## config.mk

```make
export PLATFORM = sky130hd
export DESIGN_NAME = sensor_init_sequencer
export DESIGN_NICKNAME = d
export VERILOG_FILES = /design/src/rtl/sensor_init_pkg.sv /design/src/rtl/sensor_init_rom.sv /design/src/rtl/sensor_init_sequencer.sv
export SDC_FILE = /design/constraint.sdc
export NUM_CORES = 1
export LEC_CHECK = 0
export CELL_PAD_IN_SITES_DETAIL_PLACEMENT = 1
export CELL_PAD_IN_SITES_GLOBAL_PLACEMENT = 1
export CORE_AREA = 3 3 94 96
export DETAILED_ROUTE_END_ITERATION = 6
export DIE_AREA = 0 0 97 99
export PLACE_DENSITY_LB_ADDON = 0.25
export REMOVE_ABC_BUFFERS = 1
export SETUP_SLACK_MARGIN = 0.02
export SLEW_MARGIN = 10
export SYNTH_ARGS = -nofsm -noshare
export SYNTH_HDL_FRONTEND = slang
export SYNTH_SLANG_ARGS = --single-unit
```

## constraint.sdc

```tcl
create_clock -name clk -period 2.6 [get_ports clk]
set_input_delay 0.52 -clock clk [delete_from_list [all_inputs] [get_ports clk]]
set_output_delay 0.52 -clock clk [all_outputs]
set_load 0.01 [all_outputs]
```

## src/rtl/sensor_init_pkg.sv

```systemverilog
// Shared definitions for the sensor initialisation sequencer: FSM state
// encodings, table row layout and the default register-write table.
package sensor_init_pkg;

    // Row layout: {dev_address[6:0], reg_address[7:0], data[7:0]}
    localparam int ROW_W      = 23;
    localparam int MAX_TABLE  = 32;

    typedef enum logic [2:0] {
        S_IDLE          = 3'd0,
        S_LOAD          = 3'd1,
        S_ISSUE         = 3'd2,
        S_WAIT_ACCEPT   = 3'd3,
        S_WAIT_COMPLETE = 3'd4,
        S_SETTLE        = 3'd5,
        S_DONE          = 3'd6,
        S_ERROR         = 3'd7
    } state_e;

    // Cycles the write engine gets to leave idle after a start pulse
    localparam int ACCEPT_TIMEOUT = 4;

    // Default bring-up table: soft reset, then clock/format/enable writes,
    // remaining slots walk a block of configuration registers with zeros.
    function automatic logic [ROW_W-1:0] default_row(input logic [4:0] idx);
        logic [ROW_W-1:0] row;
        case (idx)
            5'd0:    row = {7'h36, 8'h00, 8'h01};
            5'd1:    row = {7'h36, 8'h10, 8'h2A};
            5'd2:    row = {7'h36, 8'h11, 8'h55};
            5'd3:    row = {7'h36, 8'h12, 8'h80};
            5'd4:    row = {7'h36, 8'h20, 8'h03};
            5'd5:    row = {7'h36, 8'h21, 8'h0F};
            5'd6:    row = {7'h36, 8'h30, 8'hC4};
            5'd7:    row = {7'h36, 8'h01, 8'h01};
            default: row = {7'h36, 8'h40 + {3'b000, idx}, 8'h00};
        endcase
        return row;
    endfunction

endpackage

```

## src/rtl/sensor_init_rom.sv

```systemverilog
// Combinational table lookup: entry index -> {dev, reg, data}.
// Indices at or beyond NUM_ENTRIES read back as all zeros.
module sensor_init_rom
    import sensor_init_pkg::*;
#(
    parameter int NUM_ENTRIES = 16
) (
    input  logic [4:0] index,
    output logic [6:0] dev_address,
    output logic [7:0] reg_address,
    output logic [7:0] data
);

    logic [ROW_W-1:0] row;

    // Table lookup with out-of-range guard
    always_comb begin
        row = '0;
        if (32'(index) < 32'(NUM_ENTRIES)) begin
            row = default_row(index);
        end
        {dev_address, reg_address, data} = row;
    end

endmodule

```

## src/rtl/sensor_init_sequencer.sv

```systemverilog
// Walks the register-write table, launching one write-engine transaction
// per entry with a settle gap between writes and a watchdog per write.
// Optional macro SENSOR_INIT_RETRY_EN: failed attempts are retried up to
// MAX_RETRIES times before the sequence stops in ERROR.
//
// Handshake with the write engine: wr_start is a one-cycle pulse, only
// given while wr_idle=1; the engine accepts by dropping wr_idle and
// completes by raising wr_idle again; wr_failure seen at any point before
// or together with that rising wr_idle marks the attempt as failed.
module sensor_init_sequencer
    import sensor_init_pkg::*;
#(
    parameter int NUM_ENTRIES     = 16,
    parameter int MAX_RETRIES     = 3,
    parameter int SETTLE_CYCLES   = 1000,
    parameter int WATCHDOG_CYCLES = 65535
) (
    input  logic       clk,
    input  logic       reset_n,
    input  logic       init_start,
    input  logic       wr_idle,
    input  logic       wr_failure,
    output logic       wr_start,
    output logic [6:0] wr_dev_address,
    output logic [7:0] wr_reg_address,
    output logic [7:0] wr_data,
    output logic       init_busy,
    output logic       init_done,
    output logic       init_error,
    output logic [4:0] entry_index,
    output logic [2:0] state_out
);

    localparam logic [4:0] LAST_ENTRY = 5'(NUM_ENTRIES - 1);

    state_e      state_q, state_d;
    logic [4:0]  entry_q, entry_d;
    logic [15:0] cnt_q, cnt_d;
    logic        fail_flag_q, fail_flag_d;
    logic [6:0]  dev_q, dev_d;
    logic [7:0]  reg_q, reg_d;
    logic [7:0]  data_q, data_d;
    logic        attempt_fail;
    logic [31:0] cnt_next;
    logic [15:0] cnt_sat;
    logic [6:0]  rom_dev;
    logic [7:0]  rom_reg;
    logic [7:0]  rom_data;

`ifdef SENSOR_INIT_RETRY_EN
    // A 2-bit counter cannot count past 3, so larger limits clamp there
    localparam int RETRY_LIMIT = (MAX_RETRIES > 3) ? 3 : MAX_RETRIES;
    logic [1:0] retry_q, retry_d;
`endif

    sensor_init_rom #(.NUM_ENTRIES(NUM_ENTRIES)) u_rom (
        .index       (entry_q),
        .dev_address (rom_dev),
        .reg_address (rom_reg),
        .data        (rom_data)
    );

    // Shared settle/watchdog/accept counter value for "this cycle counted"
    assign cnt_next = 32'(cnt_q) + 32'd1;
    assign cnt_sat  = (cnt_q == 16'hFFFF) ? cnt_q : cnt_q + 16'd1;

    // State register
    always_ff @(posedge clk) begin
        if (!reset_n) begin
            state_q <= S_IDLE;
        end else begin
            state_q <= state_d;
        end
    end

    // Datapath registers: entry, counters, failure flag and write operands
    always_ff @(posedge clk) begin
        if (!reset_n) begin
            entry_q     <= '0;
            cnt_q       <= '0;
            fail_flag_q <= 1'b0;
            dev_q       <= '0;
            reg_q       <= '0;
            data_q      <= '0;
`ifdef SENSOR_INIT_RETRY_EN
            retry_q     <= '0;
`endif
        end else begin
            entry_q     <= entry_d;
            cnt_q       <= cnt_d;
            fail_flag_q <= fail_flag_d;
            dev_q       <= dev_d;
            reg_q       <= reg_d;
            data_q      <= data_d;
`ifdef SENSOR_INIT_RETRY_EN
            retry_q     <= retry_d;
`endif
        end
    end

    // Next-state and datapath update
    always_comb begin
        state_d      = state_q;
        entry_d      = entry_q;
        cnt_d        = cnt_q;
        fail_flag_d  = fail_flag_q;
        dev_d        = dev_q;
        reg_d        = reg_q;
        data_d       = data_q;
        attempt_fail = 1'b0;
`ifdef SENSOR_INIT_RETRY_EN
        retry_d      = retry_q;
`endif
        case (state_q)
            S_IDLE, S_DONE, S_ERROR: begin
                if (init_start) begin
                    state_d = S_LOAD;
                    entry_d = '0;
`ifdef SENSOR_INIT_RETRY_EN
                    retry_d = '0;
`endif
                end
            end
            S_LOAD: begin
                dev_d   = rom_dev;
                reg_d   = rom_reg;
                data_d  = rom_data;
                state_d = S_ISSUE;
            end
            S_ISSUE: begin
                if (wr_idle) begin
                    state_d = S_WAIT_ACCEPT;
                end
            end
            S_WAIT_ACCEPT: begin
                cnt_d = cnt_sat;
                if (!wr_idle) begin
                    state_d = S_WAIT_COMPLETE;
                end else if (cnt_next >= 32'(ACCEPT_TIMEOUT)) begin
                    attempt_fail = 1'b1;
                end
            end
            S_WAIT_COMPLETE: begin
                cnt_d = cnt_sat;
                if (wr_failure) begin
                    fail_flag_d = 1'b1;
                end
                if (wr_idle) begin
                    if (fail_flag_q || wr_failure) begin
                        attempt_fail = 1'b1;
                    end else begin
                        state_d = S_SETTLE;
                    end
                end else if (cnt_next >= 32'(WATCHDOG_CYCLES)) begin
                    attempt_fail = 1'b1;
                end
            end
            S_SETTLE: begin
                cnt_d = cnt_sat;
                if (cnt_next >= 32'(SETTLE_CYCLES)) begin
                    if (entry_q == LAST_ENTRY) begin
                        state_d = S_DONE;
                    end else begin
                        entry_d = entry_q + 5'd1;
                        state_d = S_LOAD;
`ifdef SENSOR_INIT_RETRY_EN
                        retry_d = '0;
`endif
                    end
                end
            end
            default: state_d = S_IDLE;
        endcase

        if (attempt_fail) begin
`ifdef SENSOR_INIT_RETRY_EN
            if (32'(retry_q) < 32'(RETRY_LIMIT)) begin
                retry_d = (retry_q == 2'b11) ? retry_q : retry_q + 2'd1;
                state_d = S_LOAD;
            end else begin
                state_d = S_ERROR;
            end
`else
            state_d = S_ERROR;
`endif
        end

        // Every state starts with a fresh counter and a clear failure flag
        if (state_d != state_q) begin
            cnt_d       = '0;
            fail_flag_d = 1'b0;
        end
    end

    // Outputs decoded from the current state and registers
    always_comb begin
        wr_start       = (state_q == S_ISSUE) && wr_idle;
        wr_dev_address = dev_q;
        wr_reg_address = reg_q;
        wr_data        = data_q;
        init_busy      = (state_q != S_IDLE) && (state_q != S_DONE) && (state_q != S_ERROR);
        init_done      = (state_q == S_DONE);
        init_error     = (state_q == S_ERROR);
        entry_index    = entry_q;
        state_out      = state_q;
    end

endmodule
```

==> results of run 1 <==
cell families (layout without fill, tap and decap cells):
kind of cell | after synthesis | after routing | share of synthesized area [%]
buf+inv | 48 | 99 | 9.50
simple gates | 176 | 176 | 33.9
fa+ha+maj | 7 | 7 | 2.98
flops | 41 | 41 | 27.9
mux | 5 | 5 | 1.70
xor+xnor | 18 | 18 | 5.37
compound gates | 83 | 83 | 18.5
other cells | 1 | 4 | 0.128
critical path, delay by kind of cell (launching register included):
kind,cells,cell delay (ns)
flops,1,0.34
fa+ha+maj,1,0.18
compound gates,4,1.07
buf+inv,1,0.17
simple gates,3,0.75
flip-flops by register name, indices dropped and copies added (netlist names):
register / count
entry_index: 5
wr_data: 8
wr_dev_address: 1
wr_reg_address: 7
cnt_q: 16
fail_flag_q: 1
state_out: 3
per-stage QoR:
stage          cell area [um^2]  TNS [ns]  hold WS [ns]
3_5_place_dp               3520     -4.83         0.448
5_1_grt                    4020     -2.74         0.483
6_report                   4020         0         0.457
3_3_place_gp               3520     -4.06         0.440
2_1_floorplan              2700     -3.60         0.476
4_1_cts                    3690         0         0.462
worst max path at each step:
stage	start	endpoint	slack, ns	cells after the start
finish	cnt_q[1]	cnt_q[11]	0.005	9
global route	cnt_q[6]	cnt_q[2]	-0.22	9
CTS	wr_idle	cnt_q[11]	0.002	9
detailed placement	wr_idle	cnt_q[11]	-0.35	9
global placement	wr_idle	cnt_q[3]	-0.28	9
floorplan	cnt_q[0]	cnt_q[0]	-0.22	8
where the power goes:
group          leakage, uW  switching [uW]  internal, uW
registers         0.000335            10.0           641
logic              0.00104             214           140
clock network    0.0000687             257           387
repair_timing:
action / CTS / global route
endpoints found under the setup margin: 19 / 19
gates cloned: 0 / 2
gates resized for setup: 10 / 42
buffers inserted: 0 / 3
pin swaps: 1 / 30
endpoints found under the hold margin: 0 / 0
per-layer routing:
metal / part of all wire, % / vias up / track usage (%)
li1: - / 1455 / -
met4: 1.9 / 0 / 5.83
met1: 43 / 1470 / 23.0
met3: 3.2 / 18 / 2.76
met5: 0 / - / 0
met2: 52 / 53 / 32.4
cell usage in the layout, fill, tap and decap left out, types with 5 or more instances in the layout:
cell type,count
a21oi_1,28
a31oi_1,10
and3_1,9
buf_4,44
clkbuf_8,5
clkdlybuf4s50_1,35
dfxtp_1,35
dfxtp_2,5
ha_1,6
inv_1,8
mux2i_1,5
nand2_1,39
nand2b_1,5
nand3_1,15
nor2_1,41
nor3_1,8
nor4_2,5
nor4_4,10
o21ai_0,15
xnor2_1,11
xor2_1,6
area by class of cell:
class                      instances  area share, %
multi-input combinational        293           52.8
sequential                        41           20.6
timing repair buffer              83           19.2
tap                              105           3.26
clock buffer                       5           1.71
clock inverter                     3           1.71
inverter                           8          0.746
==> results.sh, run 1 <==
export IMPL_rows=33
export IMPL_synthTopCellsByArea="dfxtp_1, nor2_1, nand2_1, a21oi_1, buf_4"
export IMPL_antenna_cells=0
export IMPL_critPathCaptureType="register"
export IMPL_nNetsFinal=444
export IMPL_yosys_warnings=0
export IMPL_finClkSkew_ns=0.00480
export IMPL_synth_top_area_share_pct=27.9
export IMPL_final_core_util_pct=49.5
export IMPL_critPathMaxFanout=12
export IMPL_period_share_pct=99.8
export IMPL_detailedPlace_worstSlack_ns=-0.350
export IMPL_synth_edff_count=0
export IMPL_drt_pass1_iter_count=4
export IMPL_path_cells="ha_4 -> and4_1 -> a311oi_2 -> a31oi_1 -> a221o_1 -> or2_1 -> a32o_2 -> buf_12 -> nor4_4"
export IMPL_cp_required_ns=2.82
export IMPL_antenna_found_initial=0
export IMPL_grt_pass1_vias=2902
export IMPL_max_slew_worst_pin_slew_ns=0.784
export IMPL_layout_drive_gt1_share_pct=24.5
export IMPL_clockBufferDepth=2
export IMPL_power_density_nw_per_um2=410
export IMPL_dpl_hpwl_um=6780
export IMPL_seq_area_um2=831
export IMPL_area_growth_pct=37.0
export IMPL_design_core_area_um2=8130
export IMPL_syn_instance_count=379
export IMPL_ios=40
export IMPL_clkSinkCount=41
export IMPL_drc_errors=0
export IMPL_clockRootBuffer="clkbuf_8"
export IMPL_synth_cell_types=65
export IMPL_peakVddDrop_mv=0.180
export IMPL_synth_area_leader_cell="dfxtp_1"
export IMPL_synthFlopType="dfxtp_1"
export IMPL_grt_overflow=0
export IMPL_io_buffers=35
export IMPL_cp_start_kind="register"
export IMPL_slew_violations=0
export IMPL_path_clk_slew_ns=0.09
export IMPL_holdPathStages=2
export IMPL_status="finished, final reports clean"
export IMPL_ys_seq_area_share_pct=27.9
export IMPL_fmax_ghz=0.385
export IMPL_route_antenna_remaining_nets=0
export IMPL_cts_buffers=5
export IMPL_r2r_cells=9
export IMPL_place_gp_congestion=0.852
export IMPL_grt_max_degree=24
export IMPL_cpPeakStageDelay_ns=0.37
export IMPL_netlist_area_um2=2940
export IMPL_dp_cells=525
export IMPL_drt_vias_per_instance=5.57
export IMPL_layout_setup_ws_ns=0.00510
export IMPL_ys_seq_elements=41
export IMPL_vias=2996
export IMPL_fin_cells=538
export IMPL_wl_um=9770
export IMPL_grtUsageTotal_pct=18.4
export IMPL_rsz0062_at_grt="yes"
export IMPL_cp_slowest_cell="a221o_1"
export IMPL_power_total_uw=1650
export IMPL_cap_violations=0
export IMPL_worstSetupPathType="register to register"
export IMPL_fill_cells=970
export IMPL_start_util_pct=36.1
export IMPL_setup_viol=0
export IMPL_syn_area_per_cell_um2=7.75
export IMPL_synth_most_common_cell="nor2_1"
export IMPL_r2r_slack_ns=0.005
export IMPL_fp_dieH_um=99
export IMPL_slew_limit_headroom_pct=47.7
export IMPL_die_w_um=97
export IMPL_insertion_delay_ns=0.30
export IMPL_postCtsHoldBufs=0
export IMPL_hold_start="wr_data[6]"
export IMPL_hold_end="wr_data[6]"
export IMPL_rr_startpoint="cnt_q[1]"
export IMPL_synthArstFlopShare_pct=0
export IMPL_cts_tree="done"
export IMPL_wl_per_cell_um=18.2
export IMPL_hold_viol_final=0
export IMPL_arrival_ns=2.82
export IMPL_holdCritPathClass="register to register"
export IMPL_min_period_ns=2.59
export IMPL_ys_top_cells_by_count="nor2_1, dfxtp_1, nand2_1, a21oi_1"
export IMPL_die_area_um2=9600
export IMPL_r2r_end="cnt_q[11]"
export IMPL_drt_initial_drc_count=152
export IMPL_multiInputGateArea_um2=2120
export IMPL_grt_pass1_wl_um=14700
export IMPL_htreeDepth=2
export IMPL_power_leakage_uw=0.00144
Power figures use the tool's default switching activity.
==> run 2, diff against run 1 <==
Settings changed: CELL_PAD_IN_SITES_DETAIL_PLACEMENT 1 to default, CELL_PAD_IN_SITES_GLOBAL_PLACEMENT 1 to default, CORE_AREA 3 3 94 96 to 3 3 81 83, DIE_AREA 0 0 97 99 to 0 0 84 86.
==> run 2 against run 1 <==
Against the previous run:
- global-route usage increased by 3.7 points
- sequential power about the same
- critical path type unchanged
- highest routed layer unchanged
- maximum frequency increased by 0.31%
- largest power group unchanged
- clock power decreased by 23%
- final cell count decreased by 5.0%
==> results.sh, run 2 (same netlist as run 1, synthesis figures left out) <==
export IMPL_die_w_um=84
export IMPL_cp_slowest_cell="or4_4"
export IMPL_design_core_area_um2=5920
export IMPL_rr_startpoint="cnt_q[1]"
export IMPL_min_period_ns=2.59
export IMPL_cp_start_kind="register"
export IMPL_drt_pass1_iter_count=5
export IMPL_worstSetupPathType="register to register"
export IMPL_nNetsFinal=448
export IMPL_route_antenna_remaining_nets=0
export IMPL_seq_power_share_pct=43.8
export IMPL_drt_vias_per_instance=5.82
export IMPL_finClkSkew_ns=0.00778
export IMPL_swShare_pct=28.3
export IMPL_setup_viol=0
export IMPL_multiInputGateArea_um2=2040
export IMPL_vias=2975
export IMPL_critPathMaxFanout=6
export IMPL_die_area_um2=7220
export IMPL_combPwrFrac_pct=22.7
export IMPL_r2r_cells=10
export IMPL_internal_power_uw=1070
export IMPL_cp_num_buf_inv=2
export IMPL_power_density_nw_per_um2=380
export IMPL_cp_required_ns=2.81
export IMPL_grt_pass1_wl_um=13200
export IMPL_slew_violations=0
export IMPL_io_buffers=35
export IMPL_rows=28
export IMPL_stdcell_area_um2=3910
export IMPL_max_slew_worst_pin_slew_ns=0.944
export IMPL_fmax_ghz=0.387
export IMPL_path_clk_slew_ns=0.08
export IMPL_cts_tree="done"
export IMPL_grt_max_degree=24
export IMPL_start_util_pct=49.6
export IMPL_drt_initial_drc_count=279
export IMPL_path_cells="ha_4 -> and4_4 -> buf_6 -> nand4_1 -> nor2_2 -> o211a_1 -> or4_4 -> a32o_2 -> buf_6 -> nor4_1"
export IMPL_postCtsHoldBufs=0
export IMPL_wl_um=8270
export IMPL_holdCritPathClass="register to register"
export IMPL_htreeDepth=2
export IMPL_dpl_hpwl_um=5690
export IMPL_layout_setup_ws_ns=0.0131
export IMPL_r2r_slack_ns=0.01
export IMPL_regMostFlops="cnt_q"
export IMPL_dpl_cell_area_um2=3530
export IMPL_hold_start="wr_data[3]"
export IMPL_critPathCaptureType="register"
export IMPL_power_total_uw=1490
export IMPL_cpLargestDelayFamily="simple AND/OR/NAND/NOR gates"
export IMPL_ios=40
export IMPL_crit_top_cell="buf_6"
export IMPL_rsz0062_at_grt="yes"
export IMPL_grt_pass1_vias=2753
export IMPL_layout_drive_gt1_share_pct=25.2
export IMPL_hold_end="wr_data[3]"
export IMPL_cap_violations=0
export IMPL_status="finished, final reports clean"
export IMPL_fill_cells=504
export IMPL_cpPeakStageDelay_ns=0.52
export IMPL_cts_buffers=5
export IMPL_antenna_cells=0
export IMPL_switching_power_uw=420
export IMPL_clockBufferDepth=2
export IMPL_layout_commonest_cell="buf_4"
export IMPL_slew_limit_headroom_pct=37.0
export IMPL_wl_per_cell_um=16.2
export IMPL_clkPwrFrac_pct=33.6
export IMPL_mostFrequentLayoutCells="buf_4, nor2_1, nand2_1"
export IMPL_clockRootBuffer="clkbuf_8"
export IMPL_drc_errors=0
export IMPL_clkSinkCount=41
export IMPL_cp_depth=10
export IMPL_grtUsageTotal_pct=22.0
export IMPL_hold_viol_final=0
export IMPL_insertion_delay_ns=0.29
export IMPL_place_gp_congestion=0.884
export IMPL_period_share_pct=99.5
export IMPL_grt_overflow=0
export IMPL_holdPathStages=2
export IMPL_power_leakage_uw=0.00146
export IMPL_detailedPlace_worstSlack_ns=-0.361
export IMPL_area_growth_pct=33.0
export IMPL_r2r_end="fail_flag_q"
export IMPL_fp_dieH_um=86
export IMPL_arrival_ns=2.79
export IMPL_peakVddDrop_mv=0.302
export IMPL_seq_area_um2=835
export IMPL_antenna_found_initial=0
export IMPL_largest_reg_flops=16
run 2: final cells by class:
type,count,area share [%]
clock inverter,2,0.897
multi-input combinational,293,52.2
timing repair buffer,87,20.6
tap,75,2.40
sequential,41,21.4
clock buffer,5,1.76
inverter,8,0.769
run 2: timing repair:
action / CTS / global route
buffers inserted: 3 / 0
endpoints found under the setup margin: 17 / 19
gates cloned: 0 / 1
pin swaps: 8 / 16
resized for setup: 12 / 36
run 2: power groups by stage:
stage / sequential [uW] / clock, uW / combinational [uW]
floorplan: 689 / 0 / 122
global placement: 665 / 0 / 283
detailed placement: 665 / 0 / 288
CTS: 650 / 506 / 295
global route: 653 / 536 / 362
finish: 650 / 499 / 337
run 2: how the worst max path moves through the flow:
stage | from | endpoint
after floorplan | cnt_q[0] | cnt_q[0]
after global placement | wr_idle | fail_flag_q
after detailed placement | wr_idle | cnt_q[3]
after CTS | wr_idle | cnt_q[2]
after global routing | cnt_q[1] | fail_flag_q
final | cnt_q[1] | fail_flag_q
run 2: metrics by stage:
| step | instances | utilization, % | hold slack [ns] | TNS [ns] |
|---|---|---|---|---|
| after floorplan | 342 | - | 0.476 | -3.60 |
| after global placement | 500 | 59.6 | 0.438 | -4.41 |
| after detailed placement | 500 | 59.6 | 0.445 | -5.06 |
| after CTS | 510 | 62.6 | 0.456 | 0 |
| after global routing | 511 | 66.0 | 0.486 | -0.838 |
| final | 511 | 66.0 | 0.454 | 0 |
run 2: routing by layer:
metal	part of all wire (%)	up-vias	track usage, %
met2	48	91	36.2
met4	1.3	0	5.26
met3	4.9	13	3.55
met1	45	1407	30.5
li1	-	1464	-
met5	0	-	0
run 2: worst register-to-register path, cell delays in order, from the launching register on:
cell	delay, ns
dfxtp_2	0.34
ha_4	0.18
and4_4	0.21
buf_6	0.11
nand4_1	0.12
nor2_2	0.07
o211a_1	0.25
or4_4	0.52
a32o_2	0.31
buf_6	0.16
nor4_1	0.20
